`config.mk`:
```
export PLATFORM = sky130hd
export DESIGN_NAME = inst_issue_splitter
export DESIGN_NICKNAME = d
export VERILOG_FILES = /design/src/rtl/inst_issue_splitter.sv
export SDC_FILE = /design/constraint.sdc
export NUM_CORES = 1
export LEC_CHECK = 0
export ABC_AREA = 1
export CAP_MARGIN = 0
export CORE_MARGIN = 2
export CORE_UTILIZATION = 31
export DETAILED_ROUTE_END_ITERATION = 12
export GPL_ROUTABILITY_DRIVEN = 0
export PLACE_DENSITY = 0.88
export SYNTH_ARGS = -nofsm -noshare
export SYNTH_HDL_FRONTEND = slang
export SYNTH_SLANG_ARGS = --single-unit
```
`constraint.sdc`:
```
create_clock -name clk -period 1.5 [get_ports clk]
set_input_delay 0.3 -clock clk [delete_from_list [all_inputs] [get_ports clk]]
set_output_delay 0.3 -clock clk [all_outputs]
set_load 0.05 [all_outputs]
```
`src/rtl/inst_issue_splitter.sv`:
```
// inst_issue_splitter
// Splits one buffered 4-slot fetch group into left-packed issue bundles of
// up to ISSUE_WIDTH (1 or 2) instructions, in ascending slot order, dropping
// invalid slots. The buffer head is popped (out_ready) only in the cycle its
// last valid instruction is accepted; an all-zero mask is popped at once.
//
// Optional feature macro: INST_ISSUE_OUT_REG_EN
//   defined   : one-entry output register (1 cycle latency, full throughput)
//   undefined : purely combinational bundle path (zero latency)
//
// Handshake: a bundle transfers in a cycle where out_valid && next_ready;
// the head group transfers from the buffer in a cycle where pre_valid &&
// out_ready. While valid is high without ready, the offered data holds.
module inst_issue_splitter #(
  parameter int ISSUE_WIDTH = 2
) (
  input  logic                     clk,
  input  logic                     rst,
  input  logic [127:0]             inst_4W,
  input  logic [3:0]               inst_4W_valid,
  input  logic                     pre_valid,
  output logic                     out_ready,
  output logic [32*ISSUE_WIDTH-1:0] inst_issue,
  output logic [ISSUE_WIDTH-1:0]   inst_issue_valid,
  output logic                     out_valid,
  input  logic                     next_ready
);

  // OR of the slots named by a one-hot (or empty) select; empty gives 0.
  function automatic logic [31:0] pick_slot(input logic [127:0] grp,
                                            input logic [3:0]   onehot);
    logic [31:0] r;
    r = '0;
    for (int k = 0; k < 4; k++) begin
      if (onehot[k]) r = r | grp[32*k +: 32];
    end
    return r;
  endfunction

  logic [3:0]               taken;
  logic [3:0]               rem;
  logic [3:0]               sel0;
  logic [3:0]               sel1;
  logic [3:0]               issue;
  logic                     bundle_valid;
  logic                     accept;
  logic                     fire;
  logic                     last;
  logic [32*ISSUE_WIDTH-1:0] bundle_data;
  logic [ISSUE_WIDTH-1:0]   bundle_lane_valid;

  // Slots of the head group still waiting to be issued.
  assign rem  = pre_valid ? (inst_4W_valid & ~taken) : 4'b0000;
  // Lowest set bit: oldest remaining slot goes to lane 0.
  assign sel0 = rem & (~rem + 4'd1);

  generate
    if (ISSUE_WIDTH == 2) begin : g_dual
      logic [3:0] rem1;
      assign rem1              = rem & ~sel0;
      assign sel1              = rem1 & (~rem1 + 4'd1);
      assign bundle_data       = {pick_slot(inst_4W, sel1), pick_slot(inst_4W, sel0)};
      assign bundle_lane_valid = {|sel1, |sel0};
    end else begin : g_single
      assign sel1              = 4'b0000;
      assign bundle_data       = pick_slot(inst_4W, sel0);
      assign bundle_lane_valid = |sel0;
    end
  endgenerate

  assign issue        = sel0 | sel1;
  assign bundle_valid = (rem != 4'b0000);
  assign fire         = bundle_valid && accept;
  assign last         = ((rem & ~issue) == 4'b0000);
  assign out_ready    = !rst && pre_valid && (!bundle_valid || (fire && last));

  // Issued-slot tracking; cleared on pop, on empty head, and on reset.
  always_ff @(posedge clk) begin
    if (rst || out_ready || !pre_valid) begin
      taken <= 4'b0000;
    end else if (fire) begin
      taken <= taken | issue;
    end
  end

`ifdef INST_ISSUE_OUT_REG_EN
  logic [32*ISSUE_WIDTH-1:0] q_data;
  logic [ISSUE_WIDTH-1:0]   q_lane_valid;
  logic                     q_valid;

  assign accept = !q_valid || next_ready;

  // Output register: loads the selected bundle (zeros when nothing fires).
  always_ff @(posedge clk) begin
    if (rst) begin
      q_valid      <= 1'b0;
      q_data       <= '0;
      q_lane_valid <= '0;
    end else if (accept) begin
      q_valid      <= fire;
      q_data       <= bundle_data;
      q_lane_valid <= bundle_lane_valid;
    end
  end

  assign out_valid        = !rst && q_valid;
  assign inst_issue       = rst ? '0 : q_data;
  assign inst_issue_valid = rst ? '0 : q_lane_valid;
`else
  assign accept           = next_ready;
  assign out_valid        = !rst && bundle_valid;
  assign inst_issue       = rst ? '0 : bundle_data;
  assign inst_issue_valid = rst ? '0 : bundle_lane_valid;
`endif

endmodule

```
==> out/results.tsv <==
metric	value	unit
status	complete, but fails checks	
failed_checks	negative setup slack	
netlist_area	0.00261	mm²
groute.usage.overall	0.434	
dr_wl_met2	11700	µm
dr_wl_cell	30.1	µm
yosys.area.top_type_share	0.338	
timing.clock.skew	0.00382	ns
htree_levels	1	
fin_worst_hold_slack	0.572	ns
worstSetupStartpoint	taken[1]$_SDFFE_PP0P_	
layout.cells.most_common	sky130_fd_sc_hd__clkdlybuf4s50_1	
max_clock_freq	0.417	GHz
setup_tns	-54.08	ns
crit_path_start_kind	register	
finalHoldViolCount	0	
number_of_design_rule_violations_left_by_the_first_detailed_router_iteration	1040	
drc	0	
layout-drive-gt1-share	0.575	
synth_area_leaders	sky130_fd_sc_hd__nand2_1, sky130_fd_sc_hd__nor2_1, sky130_fd_sc_hd__a21oi_2	
synthCells	549	
layout_common_cells	sky130_fd_sc_hd__clkdlybuf4s50_1, sky130_fd_sc_hd__nand2_1, sky130_fd_sc_hd__nand2_2	
min_to	taken[2]$_SDFFE_PP0P_	
post-route-util	0.978	
port_buffers	203	
globalRoute.totalOverflow	0	
core	0.00818	mm²
worst_ep_required_time	1.20	ns
ff2ff_path_depth	13	
timing.final.crit_period	2.40	ns
hold_depth	2	
clk_pin_slew_worst_paths	0.04	ns
synth.largest_area_cell	sky130_fd_sc_hd__nand2_1	
met3RoutedLength	4220	µm
num-nets-final	946	
floorplan.io_pins	204	
worstSetupPathType	register to output pin	
largest_register_ff_count	4	
diodes	0	
floorplan.initialDensity	0.319	
cts-root-buf	sky130_fd_sc_hd__clkbuf_8	
cap_viol_max_count	0	
area_growth_syn_to_layout	207	%
finalSetupViolCount	72	
placed_cells	863	
ant_nets	0	
detailed_placer_s_ending_hpwl	11200	µm
largest_fanout_on_the_critical_path	6	
worst_hold_path_type	register to register	
grt_start_max_net_pins	20	
ff2ff_setup_slack	-0.51	ns
post_synth_num_cell_types	21	
highest_metal_used	met4	
count_of_warnings_emitted_by_yosys	0	
timing.max_slew.rel_slack	0.735	
via_count	6249	
insertion_delay	0.23	ns
die_width	95.7	µm
irDropWorstVdd	577	µV
worstHoldStart	taken[2]$_SDFFE_PP0P_	
final_cells	913	
cts_tree	built	
wl_met1	7910	µm
synth.net_count	685	
grt_pass1_wl	30600	µm
grt_antenna_before_repair	0	
drt_first_pass_iters	6	
worst_ep_arrival_time	2.10	ns
synth.avg_cell_area	4.75	µm²
first_global_vias	5938	
leakage	3.34	nW
num-fill-cells	104	
unrepaired_setup_endpoints_after_global_routing	yes	
cts.sinks	4	
routed_wirelength	27500	µm
registers.top_by_ff_count	taken	
die_h	95.7	µm
finalWorstSetupSlack	-0.901	ns
pwr_density_cell	412	mW/mm²
ys_seq_elements	4	
fp.dieArea	0.00917	mm²
detail_route.vias_per_cell	6.84	
r2r_end	taken[0]$_SDFFE_PP0P_	
end_kind	output pin	
min_period_over_period	1.60	
clockBufferDepth	2	
largestRegisters	taken (4)	
cts_inserted_buffers	3	
rr_startpoint	taken[1]$_SDFFE_PP0P_	
standard_cell_row_count	33	
final_max_slew_viol_count	0	
worstMarginPinSlew	0.396	ns
synth_sequential_area_ratio	0.0307	
==> logic make-up (layout without fill, tap and decap cells) <==
| kind of cell | Yosys count | after routing | share of synthesized area |
|---|---|---|---|
| simple gates | 391 | 391 | 0.648 |
| buf+inv | 84 | 343 | 0.141 |
| compound gates | 70 | 70 | 0.179 |
| flops | 4 | 4 | 0.0307 |
==> cell usage after synthesis (all sizes together) <==
master	instances
o21bai	1
a21oi	67
dfxtp	4
a31oi	2
buf	27
nand3	38
clkbuf	16
nand3b	1
nor2	78
inv	41
nand4	32
nand2	242
==> final cells by class <==
cell class              count  area (µm²)  area share
clock buffers               3        41.3     0.00516
inverters                  41         161      0.0202
multi-input cells         461        3780       0.473
flip-flops and latches      4        83.8      0.0105
well taps                 105         131      0.0164
repair buffers            299        3790       0.475
==> per-stage QoR <==
stage | power [mW] | setup slack (ns) | cell area (µm²)
2_1_floorplan | 1.26 | -0.314 | 3400
3_3_place_gp | 2.23 | -0.944 | 6110
3_5_place_dp | 2.27 | -1.02 | 6110
4_1_cts | 2.88 | -0.687 | 7390
5_1_grt | 3.35 | -0.986 | 8000
6_report | 3.30 | -0.901 | 8000
==> worst max path at each step <==
stage / endpoint / cells after the start
finish: inst_issue[51] / 11
global route: inst_issue[51] / 11
CTS: inst_issue[41] / 15
detailed placement: inst_issue[52] / 11
global placement: inst_issue[47] / 11
floorplan: inst_issue[43] / 9
==> power breakdown <==
part           internal (mW)  switching, mW
Sequential             0.108        0.00124
Combinational           1.28           1.66
Clock                  0.173         0.0744
==> critical path, cell delays in order, from the launching register on <==
cell	delay (ns)
sky130_fd_sc_hd__dfxtp_2	0.34
sky130_fd_sc_hd__inv_2	0.11
sky130_fd_sc_hd__nand3_4	0.15
sky130_fd_sc_hd__buf_6	0.17
sky130_fd_sc_hd__nor2_4	0.19
sky130_fd_sc_hd__buf_12	0.16
sky130_fd_sc_hd__buf_12	0.12
sky130_fd_sc_hd__nand2_1	0.07
sky130_fd_sc_hd__nand2_1	0.15
sky130_fd_sc_hd__nand2_2	0.10
sky130_fd_sc_hd__a21oi_4	0.15
sky130_fd_sc_hd__buf_6	0.17
==> layer usage <==
metal / up-vias / global-route usage
met5: - / 0
li1: 2271 / -
met4: 0 / 0.308
met1: 2757 / 0.438
met2: 821 / 0.765
met3: 400 / 0.124
==> what timing repair did <==
action | in CTS | in global routing
setup endpoints to repair | 72 | 72
pin swaps | 30 | 86
hold buffers | 0 | 0
buffers inserted | 36 | 13
resized for setup | 200 | 196
cloned | 12 | 6
No activity file was read; power rests on OpenSTA's default activity.
